$ cat config.mk
export PLATFORM = sky130hd
export DESIGN_NAME = regfile_write_scheduler
export DESIGN_NICKNAME = d
export VERILOG_FILES = /design/src/rtl/regfile_write_scheduler.sv
export SDC_FILE = /design/constraint.sdc
export NUM_CORES = 1
export LEC_CHECK = 0
export CAP_MARGIN = 30
export CORE_ASPECT_RATIO = 0.7
export CORE_UTILIZATION = 35
export CTS_BUF_LIST = sky130_fd_sc_hd__clkbuf_16
export CTS_CLUSTER_DIAMETER = 80
export CTS_CLUSTER_SIZE = 20
export DETAILED_ROUTE_END_ITERATION = 12
export PLACE_DENSITY = 0.67
export REMOVE_ABC_BUFFERS = 1
export SETUP_SLACK_MARGIN = 0.5
export SLEW_MARGIN = 15
export SYNTH_ARGS = -nofsm -noshare
export SYNTH_HDL_FRONTEND = slang
export SYNTH_SLANG_ARGS = --single-unit
export TNS_END_PERCENT = 1
$ cat constraint.sdc
create_clock -name clk -period 1.8 [get_ports clk]
set_clock_uncertainty 0.15 [all_clocks]
set_input_delay 0.18 -clock clk [delete_from_list [all_inputs] [get_ports clk]]
set_output_delay 0.18 -clock clk [all_outputs]
set_load 0.1 [all_outputs]
$ cat src/rtl/regfile_write_scheduler.sv
// regfile_write_scheduler
//   Shares the single register-file write port between pipeline writeback
//   and the multi-cycle MDU. Keeps a busy scoreboard for registers whose MDU
//   result is still outstanding, and stalls decode on RAW/WAW hazards
//   against them.
//
// Ports
//   clk, reset                      clock, synchronous active-high reset
//   dec_rs1_addr, dec_rs2_addr      decode-stage source addresses
//   dec_rd_addr, dec_rd_valid       decode-stage destination and its valid
//   mdu_issue, mdu_issue_rd         MDU op leaving decode and its rd
//   mdu_res_valid/rd/data, mdu_res_ready
//                                   MDU result handshake
//   wb_en, wb_addr, wb_data         writeback write request
//   wb_grant                        writeback write performed this cycle
//   rf_write_en, rf_rd_addr, rf_rd_data
//                                   register-file write port
//   stall                           freeze fetch/decode
module regfile_write_scheduler #(
  parameter int XLEN         = 32,
  parameter int STARVE_LIMIT = 4
) (
  input  logic            clk,
  input  logic            reset,
  input  logic [4:0]      dec_rs1_addr,
  input  logic [4:0]      dec_rs2_addr,
  input  logic [4:0]      dec_rd_addr,
  input  logic            dec_rd_valid,
  input  logic            mdu_issue,
  input  logic [4:0]      mdu_issue_rd,
  input  logic            mdu_res_valid,
  input  logic [4:0]      mdu_res_rd,
  input  logic [XLEN-1:0] mdu_res_data,
  output logic            mdu_res_ready,
  input  logic            wb_en,
  input  logic [4:0]      wb_addr,
  input  logic [XLEN-1:0] wb_data,
  output logic            wb_grant,
  output logic            rf_write_en,
  output logic [4:0]      rf_rd_addr,
  output logic [XLEN-1:0] rf_rd_data,
  output logic            stall
);

  localparam logic [3:0] LIMIT = 4'(STARVE_LIMIT);

  // Scoreboard: bit 0 is never set, so x0 can never be busy.
  logic [31:0]     busy;
  logic [31:0]     busy_next;
  logic            hold_valid;
  logic [4:0]      hold_rd;
  logic [XLEN-1:0] hold_data;
  logic [3:0]      starve_cnt;

  logic drain;
  logic accept;
  logic haz_rs1;
  logic haz_rs2;
  logic haz_rd;

  // Write-port arbitration, hazard detection and output muxing
  always_comb begin
    // The held result wins when WB is idle, targets x0 (no real write), or
    // the held result has lost STARVE_LIMIT times in a row.
    drain   = hold_valid && (!wb_en || wb_addr == 5'd0 || starve_cnt == LIMIT);
    accept  = mdu_res_valid && !hold_valid && (mdu_res_rd != 5'd0);
    haz_rs1 = (dec_rs1_addr != 5'd0) && busy[dec_rs1_addr];
    haz_rs2 = (dec_rs2_addr != 5'd0) && busy[dec_rs2_addr];
    haz_rd  = dec_rd_valid && (dec_rd_addr != 5'd0) && busy[dec_rd_addr];

    mdu_res_ready = 1'b0;
    wb_grant      = 1'b0;
    rf_write_en   = 1'b0;
    rf_rd_addr    = 5'd0;
    rf_rd_data    = '0;
    stall         = 1'b0;

    if (reset) begin
      mdu_res_ready = 1'b0;
    end else begin
      mdu_res_ready = !hold_valid;
      wb_grant      = wb_en && !drain;
      stall         = haz_rs1 || haz_rs2 || haz_rd;
      if (drain) begin
        rf_write_en = 1'b1;
        rf_rd_addr  = hold_rd;
        rf_rd_data  = hold_data;
      end else if (wb_en && (wb_addr != 5'd0)) begin
        rf_write_en = 1'b1;
        rf_rd_addr  = wb_addr;
        rf_rd_data  = wb_data;
      end else begin
        rf_write_en = 1'b0;
      end
    end
  end

  // Next scoreboard value: clear on drain first so a same-cycle set wins
  always_comb begin
    busy_next = busy;
    if (drain) begin
      busy_next[hold_rd] = 1'b0;
    end else begin
      busy_next = busy;
    end
    if (mdu_issue && (mdu_issue_rd != 5'd0)) begin
      busy_next[mdu_issue_rd] = 1'b1;
    end else begin
      busy_next[0] = 1'b0;
    end
    busy_next[0] = 1'b0;
  end

  // Scoreboard, hold buffer and starvation counter
  always_ff @(posedge clk) begin
    if (reset) begin
      busy       <= 32'd0;
      hold_valid <= 1'b0;
      hold_rd    <= 5'd0;
      hold_data  <= '0;
      starve_cnt <= 4'd0;
    end else begin
      busy <= busy_next;
      // Acceptance requires an empty buffer, so drain and accept never collide.
      if (drain) begin
        hold_valid <= 1'b0;
      end else if (accept) begin
        hold_valid <= 1'b1;
        hold_rd    <= mdu_res_rd;
        hold_data  <= mdu_res_data;
      end
      // Reaching LIMIT forces a drain, which returns the count to zero.
      if (hold_valid && !drain) begin
        starve_cnt <= starve_cnt + 4'd1;
      end else begin
        starve_cnt <= 4'd0;
      end
    end
  end

endmodule

==> flow_summary.yaml <==
outcome:
  status: "finished, violations left"
  violations: "setup timing"
cells_and_area:
  nFillCells: 917
  final_layout_size_suffix_gt1_share_pct: 37.0
  antenna_cells: 0
  nets: 845
  final_common_cell: "nand2_1"
  final_area_um2: 7540
  final_cell_mix: "nand2_1, clkdlybuf4s50_1, dfxtp_1, a21oi_1, buf_4"
  area_delta_synth_final_pct: 79.8
critical_path:
  critPathMaxFanout: 4
  start_kind: "register"
  r2r-start: "starve_cnt[0]$_SDFF_PP0_"
  r2r_slack_ns: -0.20
  r2r_cells: 11
  critical_path_class: "reg2out"
  critPathArrivalTime_ns: 2.12
  crit_path_end_kind: "primary output"
  required_ns: 1.47
  r2r-end: "busy[2]$_SDFF_PP0_"
sta:
  setup_tns_ns: -26.93
  maxSlewViolCount: 0
  tightest_slew_ns: 0.459
  min_period_ns: 2.45
  finalCritPeriodShare_pct: 136
  fmax_ghz: 0.408
  rsz0062_at_grt: "yes"
  final_hold_viol_count: 0
  relSlewSlack_pct: 69.2
  fin_ws_ns: -0.649
  setup_violations: 71
detailed_routing:
  vias_per_cell: 5.54
  firstDrtPassIters: 5
  drtAntennaViolNets: 0
  routed_wl_um: 16500
  wl_per_cell_um: 18.2
  drc: 0
  drtIter0Drc: 376
  via_count: 5012
global_route:
  grt_use_total_pct: 26.5
  antenna_found_initial: 0
  grt_pass1_vias: 4815
  grt.overflow.total: 0
  grt_pass1_wl_um: 25300
  grt_start_max_net_pins: 40
synthesis:
  syn_area_um2: 4190
  async_flop_share_pct: 0
  synth_seq_area_share_pct: 34.9
  synth-main-ff-cell: "dfxtp_1"
  syn_avg_cell_area_um2: 7.49
  netlist_instances: 560
  synth.distinct_cells: 43
  synth_seq_cells: 73
  yosys_warnings: 0
  synth_edf_count: 0
place:
  io_buffers: 140
  gp_congestion: 0.941
  dpl-instance-area_um2: 6630
  dp_hpwl_um: 11600
floorplan:
  io-pin-count: 141
  fp.coreArea_um2: 11700
  dieArea_um2: 12400
  start_util_pct: 35.9
  die_h_um: 93.6
  num_rows: 33
  die_w_um: 133
cts:
  clk_pin_slew_ns: 0.06
  cts_sinks: 73
  clk_latency_ns: 0.34
  htree_levels: 3
  numCtsBuffers: 9
  clock-root-buffer: "clkbuf_16"
  cts_tree: "done"
  max-clock-path-buffers: 2
hold_path:
  min_to: "hold_rd[3]$_SDFFE_PP0P_"
  min_path_type: "in2reg"
  hold_depth: 4
  hold_start: "mdu_res_rd[3]"
pwr:
  ir_drop_mv: 0.470
  p_leak_nw: 2.78
  p_per_area_nw_per_um2: 655
flow_run:
  cap_violations: 0
## worst max-delay path by stage
| stage | to | depth (start not counted) | slack (ns) | start |
|---|---|---|---|---|
| final | stall | 7 | -0.65 | busy[25]$_SDFF_PP0_ |
| after floorplan | rf_rd_addr[0] | 5 | -2.33 | wb_addr[3] |
| after global routing | rf_rd_addr[1] | 11 | -0.70 | starve_cnt[0]$_SDFF_PP0_ |
| after detailed placement | rf_rd_addr[0] | 8 | -0.89 | wb_addr[0] |
| after CTS | stall | 7 | -0.62 | busy[29]$_SDFF_PP0_ |
| after global placement | rf_rd_addr[0] | 8 | -0.88 | wb_addr[0] |
## cells in the mapped netlist, types with 2 or more instances
library cell / n / share of area [%]
nand2_1: 144 / 13
a21oi_1: 104 / 12
dfxtp_1: 73 / 35
nand3_1: 42 / 5.0
o21ai_0: 30 / 3.6
clkbuf_1: 27 / 2.4
nor2_1: 21 / 1.9
mux4_2: 19 / 10
mux2i_1: 9 / 2.1
buf_1: 8 / 0.72
inv_1: 8 / 0.72
o21ai_1: 7 / 0.84
buf_2: 6 / 0.72
nand2b_1: 6 / 0.90
nand3b_1: 6 / 1.1
nor2b_1: 6 / 0.90
a2111oi_0: 3 / 0.63
buf_4: 3 / 0.54
nand4_1: 3 / 0.45
a22oi_1: 2 / 0.36
a311oi_1: 2 / 0.42
a31oi_1: 2 / 0.30
ha_1: 2 / 0.60
mux2_2: 2 / 0.54
nand4b_1: 2 / 0.42
nor3_1: 2 / 0.24
o2111ai_1: 2 / 0.42
o21a_1: 2 / 0.36
or3b_2: 2 / 0.42
or4_1: 2 / 0.36
## per-stage QoR
step	utilization (%)	setup slack, ns	hold slack (ns)	cells	total power, W
after floorplan	-	-2.33	0.0991	515	0.00238
after CTS	63.2	-0.619	0.115	905	0.00491
final	64.5	-0.649	0.0858	905	0.00494
after global placement	56.8	-0.880	0.292	881	0.00311
after global routing	64.5	-0.701	0.123	905	0.00511
after detailed placement	56.8	-0.891	0.299	881	0.00313
## sequential cells by signal, summed over array words and instances, names as in the netlist
| register | flops |
|---|---|
| busy | 31 |
| starve_cnt | 4 |
| hold_rd | 5 |
| hold_data | 32 |
| hold_valid | 1 |
## power by group
group	leakage, nW	switching (W)	total [W]	internal, W
Combinational	2.05	0.000867	0.00155	0.000681
Clock	0.137	0.000730	0.00166	0.000933
Sequential	0.600	0.0000493	0.00173	0.00168
Total	2.78	0.00165	0.00494	0.00329
## per-layer routing
layer	track usage [%]	up-vias	part of all wire [%]
li1	-	2348	-
met1	34.4	2457	44
met2	44.0	181	48
met3	5.15	26	5.7
met4	8.81	0	2.0
met5	0	-	0
## cells by family (layout without fill, tap and decap cells)
logic type               after synthesis  count (layout)  synth area share, %
XOR/XNOR                               2               2                0.418
buffers and inverters                 53             241                 5.37
flip-flops                            73              73                 34.9
multiplexers                          30              30                 12.9
AND/OR/NAND/NOR                      241             241                 25.4
AO/OA/AOI/OAI                        159             159                 20.4
adder cells (fa/ha/maj)                2               2                0.597
## cell type report
type	count	area, µm²	area share, %
multi-input cells	434	2980	39.6
repair buffers	217	2580	34.3
flip-flops and latches	73	1480	19.6
clock buffers	9	225	2.99
well taps	157	196	2.61
clock inverters	7	45.0	0.598
inverters	8	30.0	0.398
## repair_timing
action                     CTS  global route
gates resized for setup    159            43
pin swaps                   38            56
setup endpoints to repair  114           114
setup buffers                5             0
cloned                       3             0
hold buffers                 0             0
## worst max-delay path: stages, from the launching register on
cell and delay, ns:
dfxtp_1 0.36, mux4_2 0.47, nand4b_1 0.11, nand4_1 0.13, a311oi_2 0.21, a41o_1 0.24, o21ai_2 0.08, buf_12 0.17
(Power assumes the default switching activity.)
